<file path="src/rtl/rr_stream_arbiter_pkg.sv">
`default_nettype none
// ------------------------------------------------------------------
// rr_stream_arbiter_pkg: shared types and the wrap-around pick helper.
// Rev 1.0
// ------------------------------------------------------------------
package rr_stream_arbiter_pkg;

  localparam int PERF_CNT_W = 16;
  localparam int MAX_REQ    = 16;
  localparam int MAX_IDX_W  = 4;

  typedef enum logic [0:0] {
    ARB  = 1'b0,
    XFER = 1'b1
  } arb_state_t;

  typedef struct packed {
    logic                 found;
    logic [MAX_IDX_W-1:0] idx;
  } pick_t;

  // First set bit of valid at or above ptr, wrapping modulo num_req.
  function automatic pick_t next_rr_index(input logic [MAX_REQ-1:0]   valid,
                                          input logic [MAX_IDX_W-1:0] ptr,
                                          input int                   num_req);
    pick_t res;
    int    j;
    res = '0;
    for (int k = 0; k < MAX_REQ; k++) begin
      j = (int'(ptr) + k) % num_req;
      if (k < num_req && !res.found && valid[j[MAX_IDX_W-1:0]]) begin
        res.found = 1'b1;
        res.idx   = MAX_IDX_W'(j);
      end
    end
    return res;
  endfunction

endpackage
`default_nettype wire

</file>
<file path="src/rtl/rr_stream_arbiter_pick.sv">
`default_nettype none
// ------------------------------------------------------------------
// rr_pick: combinational wrap-around priority picker.
// Rev 1.0
// ------------------------------------------------------------------
module rr_pick
  import rr_stream_arbiter_pkg::*;
#(
  parameter  int NUM_REQ = 4,
  localparam int IDX_W   = $clog2(NUM_REQ)
) (
  input  logic [NUM_REQ-1:0] valid,
  input  logic [IDX_W-1:0]   ptr,
  output logic [IDX_W-1:0]   idx,
  output logic               found
);

  pick_t pick;

  always_comb begin
    pick  = next_rr_index(MAX_REQ'(valid), MAX_IDX_W'(ptr), NUM_REQ);
    idx   = IDX_W'(pick.idx);
    found = pick.found;
  end

endmodule
`default_nettype wire

</file>
<file path="src/rtl/rr_stream_arbiter.sv">
`default_nettype none
// ------------------------------------------------------------------
// rr_stream_arbiter: round-robin multi-beat stream arbiter, skid output.
// RR_STREAM_ARBITER_PERF_EN adds perf counters.  Rev 1.0
// ------------------------------------------------------------------
module rr_stream_arbiter
  import rr_stream_arbiter_pkg::*;
#(
  parameter  int NUM_REQ = 4,
  parameter  int WIDTH   = 32,
  localparam int IDX_W   = $clog2(NUM_REQ)
) (
  input  logic                     clk,
  input  logic                     rst,
  input  logic [NUM_REQ*WIDTH-1:0] req_data_in,
  input  logic [NUM_REQ-1:0]       req_valid_in,
  input  logic [NUM_REQ-1:0]       req_last_in,
  output logic [NUM_REQ-1:0]       req_ready_out,
  output logic [WIDTH-1:0]         output_data_out,
  output logic                     output_last_out,
  output logic [IDX_W-1:0]         output_index_out,
  output logic                     output_valid_out,
  input  logic                     output_ready_in
`ifdef RR_STREAM_ARBITER_PERF_EN
  ,
  output logic [NUM_REQ*PERF_CNT_W-1:0] perf_txn_count_out,
  output logic [31:0]                   perf_stall_count_out
`endif
);

  arb_state_t         state;
  logic [IDX_W-1:0]   rr_ptr;
  logic [IDX_W-1:0]   grant_idx;
  logic [NUM_REQ-1:0] grant_onehot;
  logic               in_ready_ff;

  logic [IDX_W-1:0]   pick_idx;
  logic               pick_found;

  logic               ovf_valid;
  logic [WIDTH-1:0]   ovf_data;
  logic               ovf_last;
  logic [IDX_W-1:0]   ovf_index;

  logic               accept;
  logic               accept_last;
  logic               beat_last;
  logic [WIDTH-1:0]   beat_data;
  logic               pop;
  logic               load_direct;
  logic               load_ovf;
  logic               drain_ovf;

  rr_pick #(
    .NUM_REQ (NUM_REQ)
  ) u_pick (
    .valid (req_valid_in),
    .ptr   (rr_ptr),
    .idx   (pick_idx),
    .found (pick_found)
  );

  // Both terms are flops, so ready never depends on any input combinationally.
  assign req_ready_out = grant_onehot & {NUM_REQ{in_ready_ff}};
  assign accept        = |(req_valid_in & req_ready_out);
  assign beat_last     = req_last_in[grant_idx];
  assign beat_data     = req_data_in[int'(grant_idx)*WIDTH +: WIDTH];
  assign accept_last   = accept & beat_last;
  assign pop           = output_valid_out & output_ready_in;

  assign load_direct   = accept & (~output_valid_out | output_ready_in);
  assign load_ovf      = accept & output_valid_out & ~output_ready_in;
  assign drain_ovf     = ~accept & pop & ovf_valid;

  always_ff @(posedge clk) begin
    if (rst) begin
      state        <= ARB;
      rr_ptr       <= '0;
      grant_idx    <= '0;
      grant_onehot <= '0;
    end else begin
      case (state)
        ARB: begin
          if (pick_found) begin
            grant_idx    <= pick_idx;
            grant_onehot <= NUM_REQ'(1) << pick_idx;
            state        <= XFER;
          end
        end
        XFER: begin
          if (accept_last) begin
            grant_onehot <= '0;
            rr_ptr       <= (int'(grant_idx) == NUM_REQ - 1) ? '0 : grant_idx + IDX_W'(1);
            state        <= ARB;
          end
        end
        default: state <= ARB;
      endcase
    end
  end

  // Output/overflow control; a push only happens while overflow is empty.
  always_ff @(posedge clk) begin
    if (rst) begin
      output_valid_out <= 1'b0;
      output_last_out  <= 1'b0;
      output_index_out <= '0;
      ovf_valid        <= 1'b0;
      in_ready_ff      <= 1'b1;
    end else begin
      if (load_direct) begin
        output_valid_out <= 1'b1;
        output_last_out  <= beat_last;
        output_index_out <= grant_idx;
      end else if (drain_ovf) begin
        output_valid_out <= 1'b1;
        output_last_out  <= ovf_last;
        output_index_out <= ovf_index;
      end else if (pop) begin
        output_valid_out <= 1'b0;
      end

      if (load_ovf) begin
        ovf_valid   <= 1'b1;
        in_ready_ff <= 1'b0;
      end else if (drain_ovf) begin
        ovf_valid   <= 1'b0;
        in_ready_ff <= 1'b1;
      end
    end
  end

  always_ff @(posedge clk) begin
    if (load_direct) begin
      output_data_out <= beat_data;
    end else if (drain_ovf) begin
      output_data_out <= ovf_data;
    end
    if (load_ovf) begin
      ovf_data  <= beat_data;
      ovf_last  <= beat_last;
      ovf_index <= grant_idx;
    end
  end

`ifdef RR_STREAM_ARBITER_PERF_EN
  logic [31:0] stall_cnt;

  for (genvar g = 0; g < NUM_REQ; g++) begin : g_txn_cnt
    logic [PERF_CNT_W-1:0] cnt;
    always_ff @(posedge clk) begin
      if (rst) begin
        cnt <= '0;
      end else if (accept_last && int'(grant_idx) == g && cnt != '1) begin
        cnt <= cnt + PERF_CNT_W'(1);
      end
    end
    assign perf_txn_count_out[g*PERF_CNT_W +: PERF_CNT_W] = cnt;
  end

  always_ff @(posedge clk) begin
    if (rst) begin
      stall_cnt <= '0;
    end else if (output_valid_out && !output_ready_in) begin
      stall_cnt <= stall_cnt + 32'd1;
    end
  end
  assign perf_stall_count_out = stall_cnt;
`endif

`ifndef SYNTHESIS
  logic [NUM_REQ-1:0] waiting;
  logic               mid_txn;
  logic [IDX_W-1:0]   txn_index;

  always_ff @(posedge clk) begin
    if (rst) begin
      waiting   <= '0;
      mid_txn   <= 1'b0;
      txn_index <= '0;
    end else begin
      waiting <= req_valid_in & ~req_ready_out;
      if (pop) begin
        mid_txn   <= ~output_last_out;
        txn_index <= output_index_out;
      end
    end
  end

  a_ready_onehot0: assert property (@(posedge clk) disable iff (rst)
    $onehot0(req_ready_out));
  a_valid_held: assert property (@(posedge clk) disable iff (rst)
    (waiting & ~req_valid_in) == '0);
  a_no_push_when_full: assert property (@(posedge clk) disable iff (rst)
    !(accept && ovf_valid));
  a_index_stable: assert property (@(posedge clk) disable iff (rst)
    (output_valid_out && mid_txn) |-> (output_index_out == txn_index));
`endif

endmodule
`default_nettype wire

</file>
<file path="config.mk">
export PLATFORM = sky130hd
export DESIGN_NAME = rr_stream_arbiter
export DESIGN_NICKNAME = d
export VERILOG_FILES = /design/src/rtl/rr_stream_arbiter_pkg.sv /design/src/rtl/rr_stream_arbiter_pick.sv /design/src/rtl/rr_stream_arbiter.sv
export SDC_FILE = /design/constraint.sdc
export NUM_CORES = 1
export LEC_CHECK = 0
export CORE_MARGIN = 2
export CORE_UTILIZATION = 55
export CTS_CLUSTER_DIAMETER = 200
export DETAILED_ROUTE_END_ITERATION = 10
export DONT_BUFFER_PORTS = 1
export GPL_TIMING_DRIVEN = 0
export PLACE_DENSITY = 0.68
export SLEW_MARGIN = 5
export SYNTH_ARGS = -nofsm -noshare
export SYNTH_HDL_FRONTEND = slang
export SYNTH_SLANG_ARGS = --single-unit
</file>
<file path="constraint.sdc">
create_clock -name clk -period 8.9 [get_ports clk]
set_clock_uncertainty 0.15 [all_clocks]
set_input_delay 2.225 -clock clk [delete_from_list [all_inputs] [get_ports clk]]
set_output_delay 2.225 -clock clk [all_outputs]
set_load 0.01 [all_outputs]
</file>
==> metrics.txt, run 1 <==
number of synthesized register bits 82; Core Rows 31; worst reg2reg setup slack roughly 6.5 ns; synthesized area per cell ~16 sq um; DR pass1 iterations 4; Worst-Skew Late Latency between 0.3 and 0.4 ns; buffers inserted by post-CTS timing repair 0; dpl cells about 340; WL per Instance between 20 and 25 um; fill cell count ~540; FF+latch area roughly 0.0023 sq mm; CTS Root Cell clkbuf_8; Slew HR a little under two fifths; Final WS setup approximately 5 ns; Max Cap Viol 0; CORE AREA around 0.0071 sq mm; worst slew pin tran 0.926 ns; startpoint type of the worst setup path input port; largest net degree at the start of global routing 20; worst setup path end output_data_out[1]; Hold Crit Class reg2reg; # IOs around 180; area grow syn2layout 9.90%; clk slew on worst S/H paths approximately 0.070 ns; Ys Warns 0; status completed; initial antenna violation count 1; multi-input logic area between 0.0015 and 0.002 sq mm; Leakage 0.00136 uW; Final setup viols 0; Die Area 0.00793 sq mm; final WL a little over 8 mm; layout cells sized above 1 36.9%; Achievable Freq 255 MHz; most common cell in the netlist edfxtp_1; Setup crit start req_valid_in[1]; post-synth top area cell edfxtp_1; Cell Area, Synth around 0.0040 sq mm; IO Port Bufs 0; Hold Buf Count CTS 0; Post-route DRC 0; first-pass GRT wire length 11.7 mm; CTS resizes 0; fin crit share 44.1%; Die Ht 89.1 um; nets slightly below 400; EDFF count, synth 67; Max Slew Vio Count 0; Vias 2,269; vias per cell around 6.3; Fin. Hold Viols 0; final antenna-violating net count 0; dominant cells by area after synthesis edfxtp_1, mux4_2, mux2_2; Worst EP arrival ~3.9 ns; unrepaired setup endpoints after global routing no; FF-to-FF path depth 4; GRT overflow 0; CP endpoint kind register; Post-synth ARST share 0%; Design Power 812 uW; sequential share of the synthesized area between 50% and 60%; Detailed Route Iter0 Violations 131; Cells after Synth 242; Post-Synthesis Net Count between 300 and 400; area share of the largest cell type after synthesis between 50% and 60%; vias in the first global route 2,338; top cells by count, synth edfxtp_1, mux2_2, mux4_2; TritonCTS Buffers 9; chip width between 80 and 90 um; Synth Flop Type edfxtp_1; detailed placer's ending HPWL ~6.1 mm; Final TNS setup 0 ns; Worst R2R Start grant_onehot[0]; ant diodes 0; pwr/cell area between 150 and 200 mW/mm^2; Distinct cells, synth 40; min Tclk post-route 3.92 ns; CTS H-tree lvls 3; Total GRT Usage just over 20%; FF-to-FF End output_data_out[1]; Final GP Congestion approximately 0.85; TritonCTS clock tree built; pre-CTS WS about 4.6 ns; CP required 8.84 ns; non-filler cells, final 359; clk buf depth 2; Starting Density 55.8%; CP Max Fanout 19; clock sink total slightly above 80; critical path type in2reg; VDD IR max slightly below 80 uV
-- where the power goes --
part / leakage [uW] / switching, uW / internal (uW)
registers: 0.000733 / 13.9 / 437
clock network: 0.0000953 / 128 / 136
logic: 0.000532 / 47.5 / 49.9
total: 0.00136 / 189 / 623
-- state kept, by name, indices dropped and copies added (netlist names) --
register,count
in_ready_ff,1
output_data_out,32
ovf_last,1
rr_ptr,2
grant_idx,2
grant_onehot,4
ovf_data,32
output_last_out,1
output_index_out,2
output_valid_out,1
ovf_index,2
state,1
ovf_valid,1
-- metrics by stage --
stage / util [%] / cell area [sq um] / hold slack, ns
floorplan: - / 3980 / 0.279
global placement: 57.5 / 4100 / 0.297
detailed placement: 58.5 / 4180 / 0.311
CTS: 61.3 / 4370 / 0.326
global route: 61.3 / 4370 / 0.361
finish: 61.3 / 4370 / 0.329
-- worst min path at each step --
stage / start / to / slack, ns / cells after the start
after floorplan: grant_idx[1] / ovf_index[1] / 0.28 / 0
after global placement: grant_idx[1] / ovf_index[1] / 0.30 / 0
after detailed placement: grant_idx[1] / ovf_index[1] / 0.31 / 0
after CTS: grant_idx[1] / ovf_index[1] / 0.33 / 0
after global routing: grant_idx[1] / ovf_index[1] / 0.36 / 0
final: grant_idx[1] / ovf_index[1] / 0.33 / 0
-- cell usage in the layout, fill, tap and decap left out, drive strengths merged, types with 2 or more instances in the layout --
| cell | synthesis | final |
|---|---|---|
| clkinvlp | 0 | 2 |
| a21oi | 11 | 11 |
| buf | 10 | 12 |
| nor2b | 2 | 2 |
| inv | 4 | 4 |
| nor3 | 2 | 2 |
| a22o | 2 | 2 |
| mux4 | 33 | 33 |
| clkbuf | 4 | 15 |
| nand2b | 3 | 3 |
| o21ai | 11 | 11 |
| nand2 | 6 | 6 |
| nor4 | 2 | 2 |
| a32o | 2 | 2 |
| or3 | 2 | 2 |
| a31oi | 2 | 2 |
| mux2 | 32 | 32 |
| dfxtp | 15 | 15 |
| o22ai | 2 | 2 |
| nor2 | 7 | 7 |
| and2 | 4 | 4 |
| a311oi | 3 | 3 |
| o21bai | 2 | 2 |
| clkinv | 0 | 2 |
| nand3 | 6 | 6 |
| edfxtp | 67 | 67 |
-- routing by layer --
metal	GRT usage [%]	part of all wire, %	vias to the layer above
li1	-	-	1021
met1	26.8	41	1114
met2	32.1	49	120
met3	5.36	8.8	14
met4	8.55	1.8	0
met5	0	0	-
-- logic make-up (layout without fill, tap and decap cells) --
group,count (synthesis),count (layout),share of synthesized area (%)
adder cells (fa/ha/maj),1,1,0.314
AND/OR/NAND/NOR,37,37,4.84
AO/OA/AOI/OAI,38,38,6.35
buffers and inverters,18,36,2.33
multiplexers,66,66,28.1
flip-flops,82,82,58.1
-- layout make-up --
class,count,share of cell area (%)
Timing Repair Buffer,2,1.26
Clock buffer,11,3.23
Tap cell,99,2.83
Inverter,4,0.343
Multi-Input combinational cell,142,36.4
Sequential cell,82,52.9
Buffer,14,1.77
Clock inverter,5,1.26
-- worst max-delay path: stages --
cell     delay (ns)
a22o_2         0.28
o21ai_1        0.74
a21oi_4        0.33
buf_16         0.27
(Power assumes the default switching activity.)
==> run 2: changes to the inputs <==
--- a/config.mk
+++ b/config.mk
@@ -11,7 +11,7 @@
 export DETAILED_ROUTE_END_ITERATION = 10
 export DONT_BUFFER_PORTS = 1
 export GPL_TIMING_DRIVEN = 0
-export PLACE_DENSITY = 0.68
+export PLACE_DENSITY = 0.71
 export SLEW_MARGIN = 5
 export SYNTH_ARGS = -nofsm -noshare
 export SYNTH_HDL_FRONTEND = slang
==> constraint.sdc (replaced) <==
create_clock -name clk -period 3.25 [get_ports clk]
set_clock_uncertainty 0.15 [all_clocks]
set_input_delay 0.8125 -clock clk [delete_from_list [all_inputs] [get_ports clk]]
set_output_delay 0.8125 -clock clk [all_outputs]
set_load 0.01 [all_outputs]
==> metrics.txt, run 2 (synthesis results as in run 1) <==
IO Port Bufs 0 (unchanged); worst path buffer plus inverter count 1 (unchanged); status completed; Final Core Density 61.8% (+0.54 points); Achievable Freq a little under 400 MHz; Worst EP arrival 2.49 ns (-1.37 ns); ant diodes 0 (unchanged); pwr/cell area 535 mW/mm^2 (+190%); Starting Density 55.8% (unchanged); first-pass GRT wire length 11.8 mm (+0.65%); CP endpoint kind register; fill cell count 553 (+2.2%); Slowest-stage cell, CP o21ai_1; critical path type in2reg; DR pass1 iterations 4 (unchanged); Crit path max-delay family compound AO/OA/AOI/OAI gates; Hold Crit Class reg2reg; Final TNS setup 0 ns (unchanged); nets 395 (unchanged); buffers inserted by post-CTS timing repair 0 (unchanged); final antenna-violating net count 0 (unchanged); CORE AREA 0.00714 sq mm (unchanged); worst slew pin tran 0.946 ns (+0.0202 ns); GRT overflow 0 (unchanged); Hold Buf Count CTS 0 (unchanged); min Tclk post-route about 2.5 ns; Leakage 0.00138 uW (+1.6%); commonest cells after routing, fill and taps aside edfxtp_1, mux4_2, mux2_2; TritonCTS Buffers 9 (unchanged); clock sink total 82 (unchanged); Final setup viols 0 (unchanged); Vias 2,293 (+1.1%); area grow syn2layout 10.9%; Post-Route Hold Slack 0.308 ns (-0.0202 ns); critical path cell sequence a22o_2 > o21ai_1 > a21oi_4 > buf_16; Max Slew Vio Count 0 (unchanged); TritonCTS clock tree built; VDD IR max 228 uV (+190%); Post-route DRC 0 (unchanged); # IOs 179 (unchanged); Total GRT Usage 20.5% (+0.22 points); most common cell after layout, fill and taps aside edfxtp_1; chip width 89.1 um (unchanged); initial antenna violation count 2 (+1); Die Area 0.00793 sq mm (unchanged); slowest stage delay, CP 0.76 ns (+0.02 ns); CTS resizes 0 (unchanged); clk buf depth 2 (unchanged); clk slew on worst S/H paths 0.08 ns (about the same); startpoint type of the worst setup path input port; vias in the first global route 2,210 (-5.5%); Largest regs output_data_out: 32 flops, ovf_data: 32 flops, grant_onehot: 4 flops; detailed placer's ending HPWL 5.97 mm (-1.5%); final WL 7.99 mm (-1.5%); CTS Root Cell clkbuf_8; largest net degree at the start of global routing 23 (+15%); Detailed Route Iter0 Violations 117 (-11%); WL per Instance 22.3 um (-1.5%); CP required 3.19 ns (-5.65 ns); Final GP Congestion 0.848 (+0.19%); CP Max Fanout 19 (unchanged); vias per cell 6.39 (+1.1%); layout cells sized above 1 36.5% (-0.38 points); Max Cap Viol 0 (unchanged); unrepaired setup endpoints after global routing no; Slew HR 36.5% (-1.4 points); fin crit share about four fifths; CTS H-tree lvls 3 (unchanged); Die Ht 89.1 um (unchanged); Core Rows 31 (unchanged); Fin. Hold Viols 0 (unchanged); Worst-Skew Late Latency 0.34 ns (about the same)
[run 2: cell type report]
class,count,area (sq um),share of cell area [%]
buffer,14,77.6,1.76
clock buffer,11,131,2.98
clock inverter,5,104,2.35
inverter,4,15.0,0.340
multi-input combinational,142,1590,36.1
sequential,82,2310,52.4
tap,99,124,2.81
timing repair buffer,2,55.1,1.25
[run 2: worst register-to-register path, cell delays in order (launching register included)]
cell	delay, ns
dfxtp_1	0.33
a22o_1	0.27
o21ai_1	0.75
a21oi_4	0.36
buf_16	0.28
[run 2: stage by stage]
| stage | instances | power, uW | setup WS (ns) | area (sq um) |
|---|---|---|---|---|
| after floorplan | 242 | 1460 | 0.429 | 3990 |
| after global placement | 341 | 1510 | -0.270 | 4110 |
| after global routing | 359 | 2460 | 0.592 | 4410 |
| after detailed placement | 343 | 1530 | 0.375 | 4180 |
| final | 359 | 2360 | 0.701 | 4410 |
| after CTS | 359 | 2380 | 0.735 | 4410 |
[run 2: per-layer routing]
layer	up-vias	wire length (um)	track usage, %
met4	4	178	8.96
met1	1121	3040	25.9
met3	21	698	6.09
li1	1025	-	-
met2	122	4050	33.2
met5	-	25	0
[run 2: report_power, final]
part	internal, uW	switching [uW]	total (uW)	leakage (uW)
combinational	136	130	267	0.000532
sequential	1200	38.7	1230	0.000733
clock	511	347	858	0.000118
total	1840	516	2360	0.00138
[run 2: final timing paths]
path,to,slack [ns],cells past startpoint,from
setup reg to reg,output_data_out[0],0.86,4,grant_onehot[0]
hold reg to reg,ovf_index[1],0.31,0,grant_idx[1]
setup / recovery,output_data_out[0],0.70,4,req_valid_in[1]
hold / removal,ovf_index[1],0.31,0,grant_idx[1]
